===== config.mk =====
export PLATFORM = sky130hd
export DESIGN_NAME = t3maps_cmd_shifter
export DESIGN_NICKNAME = d
export VERILOG_FILES = /design/src/rtl/t3maps_pkg.sv /design/src/rtl/t3maps_cmd_shifter_piso_shifter.sv /design/src/rtl/t3maps_cmd_shifter.sv
export SDC_FILE = /design/constraint.sdc
export NUM_CORES = 1
export LEC_CHECK = 0
export CORE_AREA = 2 2 59 61
export CTS_CLUSTER_SIZE = 10
export DETAILED_ROUTE_END_ITERATION = 8
export DIE_AREA = 0 0 61 63
export DONT_BUFFER_PORTS = 1
export HOLD_SLACK_MARGIN = 0.12
export PLACE_DENSITY = 0.79
export SLEW_MARGIN = 20
export SYNTH_ARGS = -nofsm -noshare
export SYNTH_HDL_FRONTEND = slang
export SYNTH_SLANG_ARGS = --single-unit

===== constraint.sdc =====
create_clock -name clk_5 -period 4.52 [get_ports clk_5]
set_input_delay 0 -clock clk_5 [delete_from_list [all_inputs] [get_ports clk_5]]
set_output_delay 0 -clock clk_5 [all_outputs]
set_load 0.02 [all_outputs]

===== src/rtl/t3maps_pkg.sv =====
// Shared T3MAPS command-path types and widths, common to the FIFOs, the
// control FSM and the command shifter.
package t3maps_pkg;

  localparam int CMD_BYTE_W  = 8;
  localparam int FRAME_LEN_W = 11;

  typedef enum logic [2:0] {
    IDLE,
    FETCH,
    WAIT_ACK,
    SHIFT,
    LOAD
  } state_t;

endpackage


===== src/rtl/t3maps_cmd_shifter_piso_shifter.sv =====
// Parallel-in serial-out byte shifter. msb is the register bit currently on the
// wire; zeros are shifted in behind it, so msb reads 0 once the byte is drained.
module piso_shifter
  import t3maps_pkg::*;
#(
  parameter int BYTE_W = CMD_BYTE_W
) (
  input  logic              clk,
  input  logic              clr,
  input  logic              load,
  input  logic              shift,
  input  logic [BYTE_W-1:0] din,
  output logic              msb,
  output logic              last_bit
);

  localparam int CNT_W = $clog2(BYTE_W);

  logic [BYTE_W-1:0] shreg;
  logic [CNT_W-1:0]  bit_cnt;

  // NOTE: sequential state uses <= so every flop samples pre-edge values.
  always_ff @(posedge clk) begin
    if (clr) begin
      shreg   <= '0;
      bit_cnt <= '0;
    end else if (load) begin
      shreg   <= din;
      bit_cnt <= CNT_W'(BYTE_W - 1);
    end else if (shift) begin
      shreg <= {shreg[BYTE_W-2:0], 1'b0};
      if (bit_cnt != '0) bit_cnt <= bit_cnt - CNT_W'(1);
    end
  end

  assign msb      = shreg[BYTE_W-1];
  assign last_bit = (bit_cnt == '0);

endmodule


===== src/rtl/t3maps_cmd_shifter.sv =====
// Pops a frame of command bytes from fifo1 and shifts them MSB-first into the
// T3MAPS config register, then strobes load to latch it.
module t3maps_cmd_shifter
  import t3maps_pkg::*;
#(
  parameter int BYTE_W      = CMD_BYTE_W,
  parameter int LEN_W       = FRAME_LEN_W,
  parameter int LOAD_CYCLES = 2,
  parameter int ACK_TIMEOUT = 15
) (
  input  logic              clk_5,
  input  logic              Reset,
  input  logic              start,
  input  logic [LEN_W-1:0]  frame_len,
  input  logic              abort,
  input  logic              fifo_empty,
  input  logic [BYTE_W-1:0] fifo_dout,
  input  logic              fifo_rd_ack,
  output logic              fifo_rd_en,
  output logic              sdo,
  output logic              sclk_en,
  output logic              load,
  output logic              busy,
  output logic              done,
  output logic              err
);

  localparam int TMO_W = $clog2(ACK_TIMEOUT + 1);
  localparam int LDC_W = $clog2(LOAD_CYCLES + 1);
  localparam logic [TMO_W-1:0] TMO_LAST = TMO_W'(ACK_TIMEOUT - 1);
  localparam logic [LDC_W-1:0] LDC_LAST = LDC_W'(LOAD_CYCLES - 1);

  state_t           state;
  logic [LEN_W-1:0] bytes_left;
  logic [TMO_W-1:0] tmo_cnt;
  logic [LDC_W-1:0] ldc_cnt;
  logic             piso_clr;
  logic             piso_load;
  logic             piso_shift;
  logic             last_bit;

  // The shifter register drives sdo directly, so clearing it also forces sdo low.
  assign piso_clr   = Reset || (abort && state != IDLE);
  assign piso_load  = (state == WAIT_ACK) && fifo_rd_ack;
  assign piso_shift = (state == SHIFT);

  piso_shifter #(.BYTE_W(BYTE_W)) u_piso (
    .clk      (clk_5),
    .clr      (piso_clr),
    .load     (piso_load),
    .shift    (piso_shift),
    .din      (fifo_dout),
    .msb      (sdo),
    .last_bit (last_bit)
  );

  always_ff @(posedge clk_5) begin
    if (Reset) begin
      state      <= IDLE;
      bytes_left <= '0;
      tmo_cnt    <= '0;
      ldc_cnt    <= '0;
      fifo_rd_en <= 1'b0;
      sclk_en    <= 1'b0;
      load       <= 1'b0;
      busy       <= 1'b0;
      done       <= 1'b0;
      err        <= 1'b0;
    end else begin
      fifo_rd_en <= 1'b0;
      done       <= 1'b0;
      err        <= 1'b0;
      if (abort && state != IDLE) begin
        state      <= IDLE;
        bytes_left <= '0;
        tmo_cnt    <= '0;
        ldc_cnt    <= '0;
        sclk_en    <= 1'b0;
        load       <= 1'b0;
        busy       <= 1'b0;
      end else begin
        case (state)
          IDLE: begin
            if (start && !abort) begin
              if (frame_len != '0) begin
                bytes_left <= frame_len;
                busy       <= 1'b1;
                state      <= FETCH;
              end else begin
                done <= 1'b1;
              end
            end
          end
          FETCH: begin
            // An empty FIFO is an underflow stall; just keep waiting.
            if (!fifo_empty) begin
              fifo_rd_en <= 1'b1;
              tmo_cnt    <= '0;
              state      <= WAIT_ACK;
            end
          end
          WAIT_ACK: begin
            if (fifo_rd_ack) begin
              sclk_en <= 1'b1;
              state   <= SHIFT;
            end else if (tmo_cnt == TMO_LAST) begin
              err   <= 1'b1;
              busy  <= 1'b0;
              state <= IDLE;
            end else begin
              tmo_cnt <= tmo_cnt + TMO_W'(1);
            end
          end
          SHIFT: begin
            if (last_bit) begin
              sclk_en <= 1'b0;
              if (bytes_left != LEN_W'(1)) begin
                bytes_left <= bytes_left - LEN_W'(1);
                state      <= FETCH;
              end else begin
                bytes_left <= '0;
                load       <= 1'b1;
                ldc_cnt    <= '0;
                state      <= LOAD;
              end
            end
          end
          LOAD: begin
            if (ldc_cnt == LDC_LAST) begin
              load  <= 1'b0;
              done  <= 1'b1;
              busy  <= 1'b0;
              state <= IDLE;
            end else begin
              ldc_cnt <= ldc_cnt + LDC_W'(1);
            end
          end
          default: state <= IDLE;
        endcase
      end
    end
  end

endmodule

==> impl_results.md <==
- GRT overflow: 0
- Post-synth EDFFs: 0
- Post-Synthesis Cells: 238
- Worst clock skew: 0.00493 ns
- DR vias/cell: 6.31
- Hold-fix buffer count after cts: 25
- Slew headroom: 32.8%
- RSZ-0062 raised after global routing: no
- Die Area: 3840 sq um
- Status: finished, final reports clean
- Top FF cell, synth: dfxtp_1
- CTS tree: done
- Clk slew on worst S/H paths: 0.12 ns
- Arrival time at the worst endpoint: 2.62 ns
- Clk Latency, worst-skew pair: 0.35 ns
- Tmin final: 2.32 ns
- Peak VDD IR: 0.218 mV
- Vias: 1917
- Non-Filler Instances: 304
- Final worst-path cycle share: 51.2%
- Core footprint: 3230 sq um
- Worst EP required: 4.83 ns
- Final setup violation count: 0
- Ys async rst share: 0%
- Max-Cap Viols: 0
- DP Area: 2000 sq um
- Largest net degree at the start of global routing: 26
- Clock buffer depth: 2
- Die X: 61 um
- Vias in the first global route: 1856
- Net count after synthesis: 270
- ANT cells: 0
- Worst setup EP type: flip-flop
- Post_cts resized: 0
- Detail Route Antenna Nets: 0
- Area delta synth->final: 15.4%
- Die H: 63 um
- Distinct cells, synth: 51
- CTS H-tree lvls: 2
- Root Driver: clkbuf_4
- Initial antenna violation count: 0
- Achievable Freq: 432 MHz
- Mean Syn Cell Area: 8.42 sq um
- Sequential share of the synthesized area: 37.0%
- Final Hold Viols: 0
- Dpl cells: 271
- DR pass1 iterations: 5
- Total Nets Final: 289
- 1st-iter DRT viols: 126
- Power Dens Cells: 307 nW/um^2
- Hold WC Path Type: primary input to flip-flop
- GP Congestion: 0.862
- Static leakage: 0.805 nW
- CP Class: flip-flop to flip-flop
- Actual slew at the worst max-slew pin: 1.01 ns
- Synth warn: 0
- Total wire length: 4830 um
- Setup_tns: 0 ns
- Post-DR wirelength/cell: 15.9 um
- CTS Sinks: 37
- Synthesized flop and latch total: 37
- Port Buffers: 0
- Share of cells above drive strength 1: 8.14%
- First-pass GRT wire length: 8200 um
- Crit Path Max Fanout: 19
- Startpoint types: flip-flop
- Hpwl dp: 3050 um
- Synthesized cell area: 2000 sq um
- Num CTS Buffers: 5
- # DRC: 0
- GRT Overall Usage: 27.9%
- # IOs: 32
- Initial Util: 62.0%
- Setup Buffers After CTS: 0
- Final-report max-slew violation count: 0
- Post-layout instance area: 2310 sq um
- Rows: 21
[critical path, stage by stage (launching register included)]
cell and delay (ns):
dfxtp_1 0.50, nand3b_1 0.54, a31oi_1 0.73, a32oi_1 0.20
nor3_1 0.16, a31o_2 0.13
[metrics by stage]
stage                     util (%)  hold WS [ns]  setup WS, ns  power (W)
after global placement        61.8        0.0857          2.36   0.000497
after CTS                     71.5         0.122          2.29   0.000708
final                         71.5         0.134          2.20   0.000709
after floorplan                  -        0.0778          2.77   0.000477
after detailed placement      61.8        0.0823          2.33   0.000499
after global routing          71.5         0.133          2.04   0.000748
[cell usage in the layout (no fill, tap or decap), types with 5 or more instances in the layout]
| cell | synthesis | final |
|---|---|---|
| o21ai_0 | 13 | 13 |
| nor3_1 | 6 | 6 |
| a22oi_1 | 10 | 10 |
| nor2_1 | 23 | 23 |
| inv_1 | 8 | 8 |
| ha_1 | 7 | 7 |
| nand3_1 | 10 | 10 |
| xnor2_1 | 5 | 5 |
| dlygate4sd3_1 | 0 | 25 |
| clkbuf_4 | 0 | 5 |
| a21oi_1 | 20 | 20 |
| nor4_1 | 5 | 5 |
| nand2_1 | 20 | 20 |
| a221oi_1 | 5 | 5 |
| dfxtp_1 | 37 | 37 |
[final timing paths]
kind                                      from                            to  slack (ns)  depth (start not counted)
setup / recovery         state[2]$_SDFFE_PP0P_    bytes_left[2]$_SDFFE_PP0P_        2.20                          5
hold / removal                      fifo_empty         fifo_rd_en$_SDFF_PP0_        0.13                          3
setup reg to reg         state[2]$_SDFFE_PP0P_    bytes_left[2]$_SDFFE_PP0P_        2.20                          5
hold reg to reg   u_piso.shreg[5]$_SDFFE_PP0P_  u_piso.shreg[5]$_SDFFE_PP0P_        0.46                          2
[layout make-up]
| cell class | instances | area, sq um |
|---|---|---|
| Clock buffer | 6 | 51.3 |
| Clock inverter | 2 | 13.8 |
| Fill cell | 275 | 920 |
| Inverter | 8 | 30.0 |
| Multi-Input combinational cell | 180 | 1170 |
| Sequential cell | 37 | 741 |
| Tap cell | 46 | 57.6 |
| Timing Repair Buffer | 25 | 250 |
[cell families after synthesis]
| group | count (synthesis) | share of synthesized area, % |
|---|---|---|
| flip-flops | 37 | 37.0 |
| AND/OR/NAND/NOR | 90 | 24.1 |
| XOR/XNOR | 7 | 3.06 |
| multiplexers | 1 | 0.499 |
| buffers and inverters | 21 | 4.74 |
| AO/OA/AOI/OAI | 75 | 26.3 |
| adder cells (fa/ha/maj) | 7 | 4.37 |
[layer usage]
metal / vias up / GRT usage [%] / wire, um / share of wire (%)
li1: 914 / - / - / -
met1: 905 / 34.8 / 2060 / 43
met2: 85 / 44.2 / 2320 / 48
met3: 13 / 8.70 / 349 / 7.2
met4: 0 / 10.1 / 100 / 2.1
met5: - / 0 / 0 / 0
[where the power goes]
| part | switching (W) | total, W | internal (W) |
|---|---|---|---|
| registers | 0.0000233 | 0.000364 | 0.000341 |
| clock network | 0.000118 | 0.000193 | 0.0000758 |
| logic | 0.0000849 | 0.000152 | 0.0000668 |
[state kept, by name, summed over array words and instances, names as in the netlist]
register / flops
busy: 1
bytes_left: 11
done: 1
err: 1
fifo_rd_en: 1
ldc_cnt: 2
load: 1
sclk_en: 1
state: 3
tmo_cnt: 4
u_piso.bit_cnt: 3
u_piso.shreg: 8
[cell usage after synthesis, drive strengths merged, types with 6 or more instances]
library cell,number,area [sq um]
ha,7,87.6
nor4,6,52.6
a22oi,10,75.1
nand2,20,75.1
inv,8,30.0
dfxtp,37,741
a21oi,20,100
nand3,11,60.1
o21ai,13,65.1
buf,9,50.0
nor2,23,86.3
nor3,6,30.0
No activity file was read; power rests on OpenSTA's default activity.
